--- src/rtl/matvec_sequencer.sv ---
// Sequencer for the matrix-vector multiply datapath: loads the matrix FIFO and the vector bank,
// then streams the matrix row-major into the MAC while reporting row and job completion.
module matvec_sequencer #(
    parameter int MAX_N = 8,
    parameter int NIB_W = 4,
    parameter int CNT_W = 7
) (
    input  logic             clk,
    input  logic             rst,
    input  logic             start,
    input  logic [NIB_W-1:0] N_in,
    input  logic             rx_valid,
    output logic             rx_ready,
    input  logic             m_full,
    input  logic             m_empty,
    output logic             m_push,
    output logic             m_pop,
    output logic             fifo_flush,
    output logic             v_we,
    output logic [NIB_W-1:0] v_addr,
    output logic             mac_en,
    output logic             mac_clr,
    output logic [NIB_W-1:0] row_idx,
    output logic             row_done,
    output logic             busy,
    output logic             done,
    output logic             err
);

    typedef enum logic [2:0] {
        IDLE,
        LOAD_M,
        LOAD_V,
        COMPUTE,
        DONE
    } state_t;

    localparam logic [NIB_W-1:0] MAX_N_W = NIB_W'(MAX_N);

    state_t           state, state_nxt;
    logic [NIB_W-1:0] n_lat, n_m1, col, row, mac_row_q, row_idx_q;
    logic [CNT_W-1:0] ld_cnt, nn_m1, n_m1_ld;
    logic             start_ok, start_bad, last_m, last_v, last_col;
    logic             mac_en_q, mac_clr_q, mac_last_q, row_done_q, done_q, err_q, flush_q;

    assign start_ok  = start && (N_in != '0) && (N_in <= MAX_N_W);
    assign start_bad = start && !start_ok;

    // N*N evaluated at the counter width so N=MAX_N does not truncate.
    assign nn_m1    = CNT_W'(n_lat) * CNT_W'(n_lat) - CNT_W'(1);
    assign n_m1_ld  = CNT_W'(n_lat) - CNT_W'(1);
    assign n_m1     = n_lat - NIB_W'(1);
    assign last_m   = (ld_cnt == nn_m1);
    assign last_v   = (ld_cnt == n_m1_ld);
    assign last_col = (col == n_m1);

    always_ff @(posedge clk or posedge rst) begin
        if (rst) begin
            state <= IDLE;
        end else begin
            state <= state_nxt;
        end
    end

    always_comb begin
        state_nxt = state;
        rx_ready  = 1'b0;
        m_push    = 1'b0;
        m_pop     = 1'b0;
        v_we      = 1'b0;
        v_addr    = '0;
        case (state)
            IDLE: begin
                if (start_ok) state_nxt = LOAD_M;
            end
            LOAD_M: begin
                rx_ready = !m_full;
                m_push   = rx_valid && !m_full;
                if (m_push && last_m) state_nxt = LOAD_V;
            end
            LOAD_V: begin
                rx_ready = 1'b1;
                v_we     = rx_valid;
                v_addr   = ld_cnt[NIB_W-1:0];
                if (v_we && last_v) state_nxt = COMPUTE;
            end
            COMPUTE: begin
                m_pop  = !m_empty;
                v_addr = col;
                if (m_pop && last_col && (row == n_m1)) state_nxt = DONE;
            end
            DONE: begin
                if (row_done_q) state_nxt = IDLE;
            end
            default: state_nxt = IDLE;
        endcase
    end

    always_ff @(posedge clk or posedge rst) begin
        if (rst) begin
            n_lat      <= '0;
            ld_cnt     <= '0;
            col        <= '0;
            row        <= '0;
            mac_en_q   <= 1'b0;
            mac_clr_q  <= 1'b0;
            mac_last_q <= 1'b0;
            mac_row_q  <= '0;
            row_done_q <= 1'b0;
            row_idx_q  <= '0;
            done_q     <= 1'b0;
            err_q      <= 1'b0;
            flush_q    <= 1'b0;
        end else begin
            flush_q <= (state == IDLE) && start_ok;
            err_q   <= (state == IDLE) && start_bad;
            done_q  <= (state == DONE) && row_done_q;

            if ((state == IDLE) && start_ok) begin
                n_lat  <= N_in;
                ld_cnt <= '0;
                col    <= '0;
                row    <= '0;
            end

            if (m_push) ld_cnt <= last_m ? '0 : ld_cnt + CNT_W'(1);
            if (v_we)   ld_cnt <= last_v ? '0 : ld_cnt + CNT_W'(1);

            if (m_pop) begin
                if (last_col) begin
                    col <= '0;
                    row <= row + NIB_W'(1);
                end else begin
                    col <= col + NIB_W'(1);
                end
                mac_row_q <= row;
            end

            // MAC controls trail the pop by one cycle to line up with the FIFO read data.
            mac_en_q   <= m_pop;
            mac_clr_q  <= m_pop && (col == '0);
            mac_last_q <= m_pop && last_col;

            row_done_q <= mac_en_q && mac_last_q;
            if (mac_en_q && mac_last_q) row_idx_q <= mac_row_q;
        end
    end

    assign fifo_flush = flush_q;
    assign mac_en     = mac_en_q;
    assign mac_clr    = mac_clr_q;
    assign row_done   = row_done_q;
    assign row_idx    = row_idx_q;
    assign done       = done_q;
    assign err        = err_q;
    assign busy       = (state != IDLE);

endmodule

--- config.mk ---
export PLATFORM = sky130hd
export DESIGN_NAME = matvec_sequencer
export DESIGN_NICKNAME = d
export VERILOG_FILES = /design/src/rtl/matvec_sequencer.sv
export SDC_FILE = /design/constraint.sdc
export NUM_CORES = 1
export LEC_CHECK = 0
export ABC_AREA = 1
export BUFFER_PORTS_ARGS = -buffer_cell sky130_fd_sc_hd__buf_2
export CAP_MARGIN = 40
export CORE_MARGIN = 2
export CORE_UTILIZATION = 53
export CTS_BUF_LIST = sky130_fd_sc_hd__clkbuf_4 sky130_fd_sc_hd__clkbuf_8 sky130_fd_sc_hd__clkbuf_16
export CTS_CLUSTER_DIAMETER = 100
export DETAILED_ROUTE_END_ITERATION = 10
export GPL_TIMING_DRIVEN = 0
export PLACE_DENSITY = 0.81
export SETUP_SLACK_MARGIN = 0.1
export SYNTH_ARGS = -nofsm -noshare
export SYNTH_HDL_FRONTEND = slang
export SYNTH_SLANG_ARGS = --single-unit
--- constraint.sdc ---
create_clock -name clk -period 2.95 [get_ports clk]
set_input_delay 0.885 -clock clk [delete_from_list [all_inputs] [get_ports clk]]
set_output_delay 0.885 -clock clk [all_outputs]
set_load 0.05 [all_outputs]
After elaboration in Yosys (flattened, before gate mapping)
Index checks and enable logic that the tools add are counted.

Flip-flop bits (word level): 37. Output and inout port bits: 19.

Multiplexer cells: 22. Reductions and logical operators: 24. Multipliers: 1. Equal/unequal tests: 13. Magnitude comparators: 1. Add/sub/neg operators: 6.

Operator list (number): $mux W7 (5); $mux W4 (6); $mux W3 (5); $pmux W3 S5 (1); $eq A7 B7 Y1 (2); $logic_and A1 B1 Y1 (14); $ne A2 B2 Y1 const B (5); $add A4 B1 Y4 const B (2); $eq A4 B4 Y1 (2); $pmux W4 S2 (1); $add A7 B1 Y7 const B (1); $mul A4 B4 Y7 (1); $sub A7 B1 Y7 const B (1); $eq A3 B2 Y1 const B (2); $reduce_bool A3 Y1 (2); $reduce_and A5 Y1 (1); $sub A4 B1 Y5 const B (1); $le A4 B4 Y1 const B (1); $logic_not A4 Y1 (1); $reduce_bool A4 Y1 (1); $sub A4 B1 Y4 const B (1); $eq A3 B1 Y1 const B (1); $eq A3 B3 Y1 const B (1); $logic_not A1 Y1 (3); other kinds (4) (6).

Depth between registers and ports, before layout
Gate-level depths: netlist of the first run.

Depth in word-level cells: 7. Mapped depth: 19.

Worst setup path after synthesis of the first run
No wires, ideal clock.

Kind: input-to-output. Start: in m_full. End: out rx_ready. Path buffers: 0. Arrival: 1981 ps. Data required time: 2065 ps. Stages: 1. Path slack: 84 ps. Cells stage by stage: o21ai_0.

Word-level cells in the longest chain between the ends: 2.

RTL lines: start, declared (RTL line 14) `input logic m_full,`; $logic_not A1 Y1 (RTL line 77) `rx_ready = !m_full;`; $pmux W1 S2 (RTL line 72) `case (state)`; end, declared (RTL line 13) `output logic rx_ready,`.

Every way passes these cells.

Worst setup path after layout of the first run
Start: reg n_lat[3]. End: reg state[1].

Word-level cells in the longest chain between the ends: 6. Elaborated cells between the ends (all ways): 16. Those cells by class: add/sub: 3; mul: 1; eq/ne: 7; reduce/logical: 5.

RTL lines: start, declared (RTL line 41) `logic [NIB_W-1:0] n_lat, n_m1, col, row, mac_row_q, row_idx_q;`; start signal, assigned (RTL line 120) `n_lat <= N_in;`; $mul A4 B4 Y7 / $sub A4 B1 Y4 (equally long branches) (RTL line 50, 52); $sub A7 B1 Y7 / $eq A4 B4 Y1 (equally long branches) (RTL line 50, 55); $eq A7 B7 Y1 / $logic_and A1 B1 Y1 (equally long branches) (RTL line 53, 90); $logic_and A1 B1 Y1 (on tied branches) (RTL line 79, 90); $ne A2 B2 Y1 (no line); $reduce_and A5 Y1 (no line) *; end signal, assigned (RTL line 61) `state <= state_nxt;`; end, declared (RTL line 40) `state_t state, state_nxt;`.

Mark *: on every way between the ends. The rest lies on a longest branch, timed or not. A chain may end at the register's enable or synchronous reset.

==> results of run 1 <==
[per-layer routing]
metal | GRT usage | vias up | routed length, microns
li1 | - | 1284 | -
met4 | 0.0893 | 0 | 82
met3 | 0.0629 | 9 | 286
met5 | 0 | - | 0
met1 | 0.308 | 1175 | 2840
met2 | 0.411 | 59 | 3150
[power breakdown]
part           switching (mW)  internal [mW]
combinational          0.0630         0.0385
clock                   0.204          0.168
sequential             0.0119          0.518
[sequential cells by signal, summed over array words and instances, names as in the netlist, 3 cells and up]
signal	flops
col	4
ld_cnt	7
mac_row_q	4
n_lat	4
row	4
row_idx	4
state	3
[what timing repair did]
item | in CTS | in global routing
gates cloned | 0 | 0
gates resized for setup | 7 | 21
pin swaps | 2 | 12
buffers inserted | 0 | 10
endpoints found under the setup margin | 10 | 12
[worst register-to-register path: cells and delay by family, from the launching register on]
kind                     cells  cell delay (ps)
AND/OR/NAND/NOR             11              890
adder cells (fa/ha/maj)      3              890
buffers and inverters        2              180
flip-flops                   1              380
XOR/XNOR                     2              320
[kinds of logic (layout without fill, tap and decap cells)]
group,after synthesis,in the layout
compound gates,46,46
xor+xnor,14,14
fa+ha+maj,14,14
simple gates,197,197
flops,37,37
buf+inv,62,110
[cell type report]
type | instances | area [sq um] | share of cell area
buffer | 6 | 48.8 | 0.0152
sequential | 37 | 927 | 0.288
timing repair buffer | 40 | 258 | 0.0801
inverter | 56 | 221 | 0.0688
clock inverter | 3 | 21.3 | 0.00661
clock buffer | 5 | 68.8 | 0.0214
tap | 67 | 83.8 | 0.0260
multi-input combinational | 271 | 1590 | 0.494
[path summary, 6_finish.rpt]
path,startpoint,to,cells after the start
max reg2reg,n_lat[3]$_DFFE_PP0P_,state[1]$_DFFE_PP0P_,18
min reg2reg,mac_row_q[2]$_DFFE_PP0P_,row_idx[2]$_DFFE_PP0P_,2
max,n_lat[3]$_DFFE_PP0P_,state[1]$_DFFE_PP0P_,18
min in group asynchronous,rst,state[1]$_DFFE_PP0P_,2
max in group asynchronous,rst,row[2]$_DFF_PP0_,4
min,mac_row_q[2]$_DFFE_PP0P_,row_idx[2]$_DFFE_PP0P_,2
[cell usage in the layout (no fill, tap or decap), types with 3 or more instances in the layout]
cell	count
nand3_2	6
ha_1	11
nor2_1	28
ha_4	3
nand2_1	85
o21ai_0	18
buf_6	3
nand3_1	44
nand2_2	15
nand2_4	3
nor2_4	6
o211ai_1	8
xor2_1	9
xnor2_1	4
buf_2	29
dfrtp_1	36
inv_2	4
nor3_1	3
clkbuf_8	5
o22ai_1	8
inv_1	50
buf_4	10
a21oi_1	7
nor2_2	3
[stage by stage]
stage,TNS [ps],cells
global route,0,485
detailed placement,-1210,467
global placement,-663,465
floorplan,0,370
finish,0,485
CTS,0,475
==> results_dict.tcl, run 1 <==
set metrics [dict create \
    timing_worst_setup_path_type "flop to flop" \
    regToRegSetupSlack_ps 190 \
    timing.slew.headroom 0.704 \
    route.detailed.drc 0 \
    max_clock_freq_mhz 363 \
    cpMostUsedCell "nand2_1" \
    critical_path.endpoint_type "flop" \
    synthXorXnorAreaFrac 0.0461 \
    route.detailed.vias_per_inst 5.21 \
    netlist_top_cells_area "dfrtp_1 (35%), nand2_1 (13%), nand3_1 (9.0%)" \
    detailed_place_hpwl_microns 4740 \
    synth.net_count 394 \
    ir_drop_mv 0.304 \
    antenna_left 0 \
    synthCells 370 \
    fp.dieH_microns 74.8 \
    layout-drive-gt1-share 0.239 \
    fillerInstances 413 \
    core_sq_um 4790 \
    synth.yosys.seq_area_share 0.348 \
    cts_tree "built" \
    placementRows 25 \
    pre_cts_ws_ps -152 \
    htree_levels 2 \
    synth_largest_area_cell "dfrtp_1" \
    wl_microns 6360 \
    pwr_density_cell_nw_per_um2 312 \
    p_leak_nw 1.68 \
    tritoncts_num_sinks 37 \
    yosys_warnings 0 \
    port-buffer-count 28 \
    final_max_slew_viol_count 0 \
    cts_buffers 5 \
    wire_per_inst_microns 13.1 \
    synth_top_cells_by_count "nand2_1 (94), inv_1 (52), nand3_1 (48)" \
    timing.final.crit_period_ps 2760 \
    hold_class "flop to flop" \
    setup_slack_ps 193 \
    via_count 2527 \
    finish.net_count 441 \
    maxCapViolCount 0 \
    synth_top_family_by_area "simple AND/OR/NAND/NOR gates" \
    synth_compound_gate_area_share 0.0997 \
    number_of_global_route_vias_before_repair 2334 \
    die-width_microns 74.8 \
    syn_area_sq_um 2660 \
    cts-hold-fix-buffers 0 \
    critPathMaxStageDelay_ps 380 \
    top_area_cell_type_share_of_the_netlist_area 0.348 \
    num_io_pins 29 \
    postSynth.topFlopCell "dfrtp_1" \
    detail_route.first_pass.iterations 4 \
    startpoint_type "flop" \
    setup_viol_count_final 0 \
    die_area_sq_um 5600 \
    post_synth_edffs 0 \
    timing_worst_slew_pin_value_ps 443 \
    synth_adder_area_share 0.0659 \
    final_design_area_excluding_fillers_sq_um 3220 \
    first_iter_violations 162 \
    area_growth_from_synthesis_to_layout_pct 21.0 \
    unrepaired_setup_endpoints_after_global_routing "true" \
    postLayoutCoreUtil 0.673 \
    critical_path_buf_inv_count 2 \
    skew_ps 9.20 \
    final_min_period_over_clock_period 0.934 \
    post_synth.cell_area_avg_sq_um 7.19 \
    antennaDiodeCount 0 \
    synthSimpleGateAreaFrac 0.342 \
    status "finished, final reports clean" \
    place.gp.congestion 0.860 \
    clk_transition_reported_paths_ps 90 \
    worstPathArrival_ps 2960 \
    ctsRootBufferMaster "clkbuf_8" \
    critical_path_required_ps 3150 \
    synth_seq_cells 37 \
    clk_path_buf_depth 2 \
    antenna_violations_before_repair 0 \
    grt_first_pass_wirelength_microns 10500 \
    clock_latency_ps 300 \
    critical_path.max_fanout 5 \
    critical_path.top_delay_family "simple AND/OR/NAND/NOR gates" \
    gr-usage-all-layers 0.246 \
    gr-total-overflow 0 \
    synth_most_common_cell "nand2_1" \
    worstPathCellList "buf_6, nand2_4, ha_4, xor2_2, xor2_1, ha_1, ha_4, inv_1, nand2_1, nand2_1, nand3_1, nand2_2, nor2_4, nand4_1, nand2_2, nand2_2, nand2_1, nand2_1" \
    multiplexer_share_of_the_synthesized_area 0 \
    finalPower_mw 1.00 \
    placed_cell_areas_sq_um 2930 \
    start_util 0.556 \
    report.final.hold_viol_count 0 \
    asyncSetResetFlopFracSynth 1.00 \
    crit_path_top_delay_cell "dfrtp_1" \
    hold_ws_ps 473 \
    pin_count_of_the_biggest_net_entering_global_routing 17 \
    synth_cell_type_count 30 \
]
Power figures use the tool's default switching activity.
==> inputs of run 2 (changes only) <==
- CORE_UTILIZATION: 53 -> 55
- PLACE_DENSITY: 0.81 -> 0.8
- clock period: 2.95 -> 3.35 ns (I/O delays scaled with it)
==> results_dict.tcl, run 2 (synthesis gave the netlist of run 1 again) <==
set metrics [dict create \
    antenna_violations_before_repair 0 \
    combinationalPowerShare 0.090 \
    p_int_uw 711 \
    finish.net_count 430 \
    clock_power_share 0.419 \
    route.detailed.drc 0 \
    tritoncts_num_sinks 37 \
    timing_worst_setup_path_type "flop to flop" \
    layout-drive-gt1-share 0.174 \
    final_common_cell "nand2_1" \
    critical_path_required_ps 3540 \
    wl_microns 6070 \
    post-cts-setup-buffers 0 \
    p_leak_nw 1.63 \
    die_area_sq_um 5410 \
    route.detailed.vias_per_inst 5.41 \
    core_sq_um 4690 \
    finalPower_uw 951 \
    area_growth_from_synthesis_to_layout_pct 13.5 \
    final_min_period_over_clock_period 0.892 \
    layout.cells.most_common_list "nand2_1 (93), inv_1 (52), nand3_1 (47), dfrtp_1 (36), buf_2 (29)" \
    place.gp.congestion 0.848 \
    unrepaired_setup_endpoints_after_global_routing "false" \
    final_max_slew_viol_count 0 \
    critical_path.max_fanout 9 \
    status "finished, final reports clean" \
    largest_reg_flops 7 \
    gr-usage-all-layers 0.247 \
    placementRows 25 \
    die-width_microns 73.5 \
    detail_route.first_pass.iterations 4 \
    timing.final.crit_period_ps 2990 \
    gr-total-overflow 0 \
    start_util 0.567 \
    num_io_pins 29 \
    ir_drop_mv 0.244 \
    ctsRootBufferMaster "clkbuf_8" \
    hold_class "flop to flop" \
    skew_ps 2.99 \
    startpoint_type "flop" \
    htree_levels 2 \
    timing.slew.headroom 0.496 \
    number_of_global_route_vias_before_repair 2311 \
    cts_tree "built" \
    timing_worst_slew_pin_value_ps 755 \
    clk_path_buf_depth 2 \
    clock_latency_ps 290 \
    antennaDiodeCount 0 \
    wire_per_inst_microns 13.2 \
    regToRegSetupSlack_ps 360 \
    detailed_place_hpwl_microns 4560 \
    critical_path.endpoint_type "flop" \
    clk_transition_reported_paths_ps 80 \
    setup_viol_count_final 0 \
    pin_count_of_the_biggest_net_entering_global_routing 22 \
    power.share.sequential 0.491 \
    grt_first_pass_wirelength_microns 10300 \
    report.final.hold_viol_count 0 \
    power_switching_uw 240 \
    switching_portion_of_total_power 0.252 \
    max_clock_freq_mhz 335 \
    cts_buffers 5 \
    maxCapViolCount 0 \
    first_iter_violations 173 \
    via_count 2493 \
    antenna_left 0 \
    pwr_density_cell_nw_per_um2 315 \
    max_flop_register "ld_cnt" \
    worstPathArrival_ps 3180 \
    fp.dieH_microns 73.5 \
    port-buffer-count 28 \
    tns_ps 0 \
]
[run 2: stage by stage]
stage          setup slack [ps]  instance area (sq um)  std cells  hold WS, ps  utilization
2_1_floorplan               244                   2660        370          442            -
3_3_place_gp                285                   2870        452          459        0.611
3_5_place_dp                236                   2900        453          470        0.617
4_1_cts                     218                   3010        461          489        0.641
5_1_grt                     108                   3020        461          514        0.643
6_report                    362                   3020        461          490        0.643
[run 2: path summary, 6_finish.rpt]
kind                                        start                     end  cells after the start
max                          n_lat[3]$_DFFE_PP0P_    state[1]$_DFFE_PP0P_                     17
min                        row_idx[0]$_DFFE_PP0P_  row_idx[0]$_DFFE_PP0P_                      2
max reg2reg                  n_lat[3]$_DFFE_PP0P_    state[1]$_DFFE_PP0P_                     17
min reg2reg                row_idx[0]$_DFFE_PP0P_  row_idx[0]$_DFFE_PP0P_                      2
max in group asynchronous                     rst    n_lat[1]$_DFFE_PP0P_                      3
min in group asynchronous                     rst   ld_cnt[3]$_DFFE_PP0P_                      2
[run 2: power groups by stage]
stage               Clock, mW  Combinational [mW]  Sequential (mW)
global route            0.435              0.0969            0.468
global placement            0              0.0775            0.475
CTS                     0.407              0.0848            0.466
detailed placement          0              0.0842            0.475
finish                  0.399              0.0853            0.467
floorplan                   0              0.0595            0.473
[run 2: timing repair]
action                                  4_1_cts  5_1_grt
hold buffers                                  0        0
resized for setup                             0        4
endpoints found under the setup margin        0       10
[run 2: metal layers]
layer | wire (microns) | track usage
met1 | 2790 | 0.337
met2 | 2810 | 0.389
met3 | 347 | 0.0521
met4 | 116 | 0.0828
met5 | 0 | 0
[run 2: cell type report]
| class | count | area, sq um |
|---|---|---|
| fill | 428 | 1670 |
| tap | 54 | 67.6 |
| clock inverter | 3 | 43.8 |
| inverter | 56 | 215 |
| timing repair buffer | 29 | 168 |
| sequential | 37 | 927 |
| buffer | 6 | 45.0 |
| clock buffer | 5 | 68.8 |
| multi-input combinational | 271 | 1480 |
[run 2: worst max-delay path, stage by stage (launching register included)]
cell	delay [ps]
dfrtp_1	370
buf_4	160
nand2_1	120
ha_1	250
xor2_1	170
xor2_1	170
ha_1	310
ha_1	360
a21oi_1	210
nand2_1	70
nand2_1	50
nand2_1	60
nor2_2	130
nand4_1	160
nand2_2	130
nand2_2	60
nand2_1	50
nand2_1	40
==> inputs of run 3 (changes only) <==
- RECOVER_POWER: default -> 50
==> results_dict.tcl, run 3 (synthesis gave the netlist of run 1 again) <==
set metrics [dict create \
    status "finished, final reports clean" \
    number_of_global_route_vias_before_repair 2311 \
    area_growth_from_synthesis_to_layout_pct 12.5 \
    gr-usage-all-layers 0.247 \
    cts_buffers 5 \
    grt_first_pass_wirelength_microns 10300 \
    core_sq_um 4690 \
    clk_path_buf_depth 2 \
    start_util 0.567 \
    unrepaired_setup_endpoints_after_global_routing "false" \
    final_max_slew_viol_count 0 \
    fillerInstances 434 \
    worstPathArrival_ps 2040 \
    critical_path_required_ps 2340 \
    timing_worst_setup_path_type "input pin to output pin" \
    port-buffer-count 28 \
    via_count 2475 \
    report.final.hold_viol_count 0 \
    timing_worst_slew_pin_value_ps 1060 \
    layout.cells.most_common_list "nand2_1 (93), inv_1 (52), nand3_1 (47), dfrtp_1 (36), nor2_1 (29)" \
    cts_tree "built" \
    final_min_period_over_clock_period 0.908 \
    cts-hold-fix-buffers 0 \
    hold_ws_ps 489 \
    timing.final.crit_period_ps 3040 \
    tns_ps 0 \
    detailed_place_hpwl_microns 4560 \
    skew_ps 2.83 \
    tritoncts_num_sinks 37 \
    clk_transition_reported_paths_ps 80 \
    num_io_pins 29 \
    gr-total-overflow 0 \
    first_iter_violations 183 \
    ctsRootBufferMaster "clkbuf_8" \
    maxCapViolCount 0 \
    finish.net_count 430 \
    route.detailed.vias_per_inst 5.37 \
    place.gp.congestion 0.848 \
    pwr_density_cell_nw_per_um2 317 \
    setup_viol_count_final 0 \
    hold_class "flop to flop" \
    critical_path.endpoint_type "output pin" \
    layout-drive-gt1-share 0.167 \
    htree_levels 2 \
    antenna_violations_before_repair 0 \
    detail_route.first_pass.iterations 4 \
    route.detailed.drc 0 \
    pin_count_of_the_biggest_net_entering_global_routing 22 \
    regToRegSetupSlack_ps 360 \
    max_clock_freq_mhz 329 \
    timing.slew.headroom 0.295 \
    p_leak_nw 1.62 \
    ir_drop_mv 0.244 \
    wire_per_inst_microns 13.1 \
    max_flop_register "ld_cnt" \
    clock_latency_ps 300 \
    final_common_cell "nand2_1" \
    die-width_microns 73.5 \
    antenna_left 0 \
    antennaDiodeCount 0 \
    critical_path.max_fanout 11 \
    placementRows 25 \
    die_area_sq_um 5410 \
    pre_cts_ws_ps 236 \
    startpoint_type "input pin" \
    setup_slack_ps 309 \
    wl_microns 6050 \
    largest_reg_flops 7 \
    fp.dieH_microns 73.5 \
]
==> run 3: cell count changes in the layout (fill, tap and decap cells not counted) <==
cell	delta
buf_16	-1
buf_2	-1
clkbuf_1	+2
nor2_1	+1
nor2_2	-1
==> run 3: timing repair <==
action                     CTS  global route
setup endpoints to repair    0            10
setup buffers                0             0
resized for setup            0             4
==> run 3: worst paths after layout <==
path	startpoint	endpoint	cells past startpoint
worst max-delay path	m_empty	m_pop	3
worst min-delay path	row_idx[1]$_DFFE_PP0P_	row_idx[1]$_DFFE_PP0P_	2
worst max register to register	n_lat[3]$_DFFE_PP0P_	state[1]$_DFFE_PP0P_	17
worst min register to register	row_idx[1]$_DFFE_PP0P_	row_idx[1]$_DFFE_PP0P_	2
max in group asynchronous	rst	n_lat[1]$_DFFE_PP0P_	3
min in group asynchronous	rst	state[0]$_DFFE_PP0P_	2
==> run 3: per-layer routing <==
layer | global-route usage | wire [microns]
met2 | 0.389 | 2850
met3 | 0.0521 | 242
met5 | 0 | 0
met4 | 0.0828 | 83
met1 | 0.337 | 2870
==> run 3: critical path: stages <==
cell and delay, ps:
clkbuf_1 100, nor2_1 550, buf_2 380
==> run 3: final cells by class <==
type / count / area (sq um) / area share
buffer: 6 / 45.0 / 0.0151
clock inverter: 3 / 43.8 / 0.0146
timing repair buffer: 29 / 143 / 0.0477
inverter: 56 / 215 / 0.0719
multi-input combinational: 271 / 1480 / 0.495
clock buffer: 5 / 68.8 / 0.0230
sequential: 37 / 927 / 0.310
tap: 54 / 67.6 / 0.0226
==> run 3: through the flow <==
stage / power [mW] / area (sq um) / cells / utilization
after floorplan: 0.532 / 2660 / 370 / -
after global placement: 0.553 / 2870 / 452 / 0.611
after detailed placement: 0.560 / 2900 / 453 / 0.617
after CTS: 0.958 / 3010 / 461 / 0.641
after global routing: 0.996 / 2990 / 461 / 0.638
final: 0.948 / 2990 / 461 / 0.638
==> run 3: power by group <==
group | switching, mW | internal (mW) | leakage [nW] | total, mW
registers | 0.0102 | 0.456 | 0.459 | 0.467
clock network | 0.177 | 0.223 | 0.0585 | 0.400
logic | 0.0529 | 0.0283 | 1.10 | 0.0812
total | 0.240 | 0.708 | 1.62 | 0.948
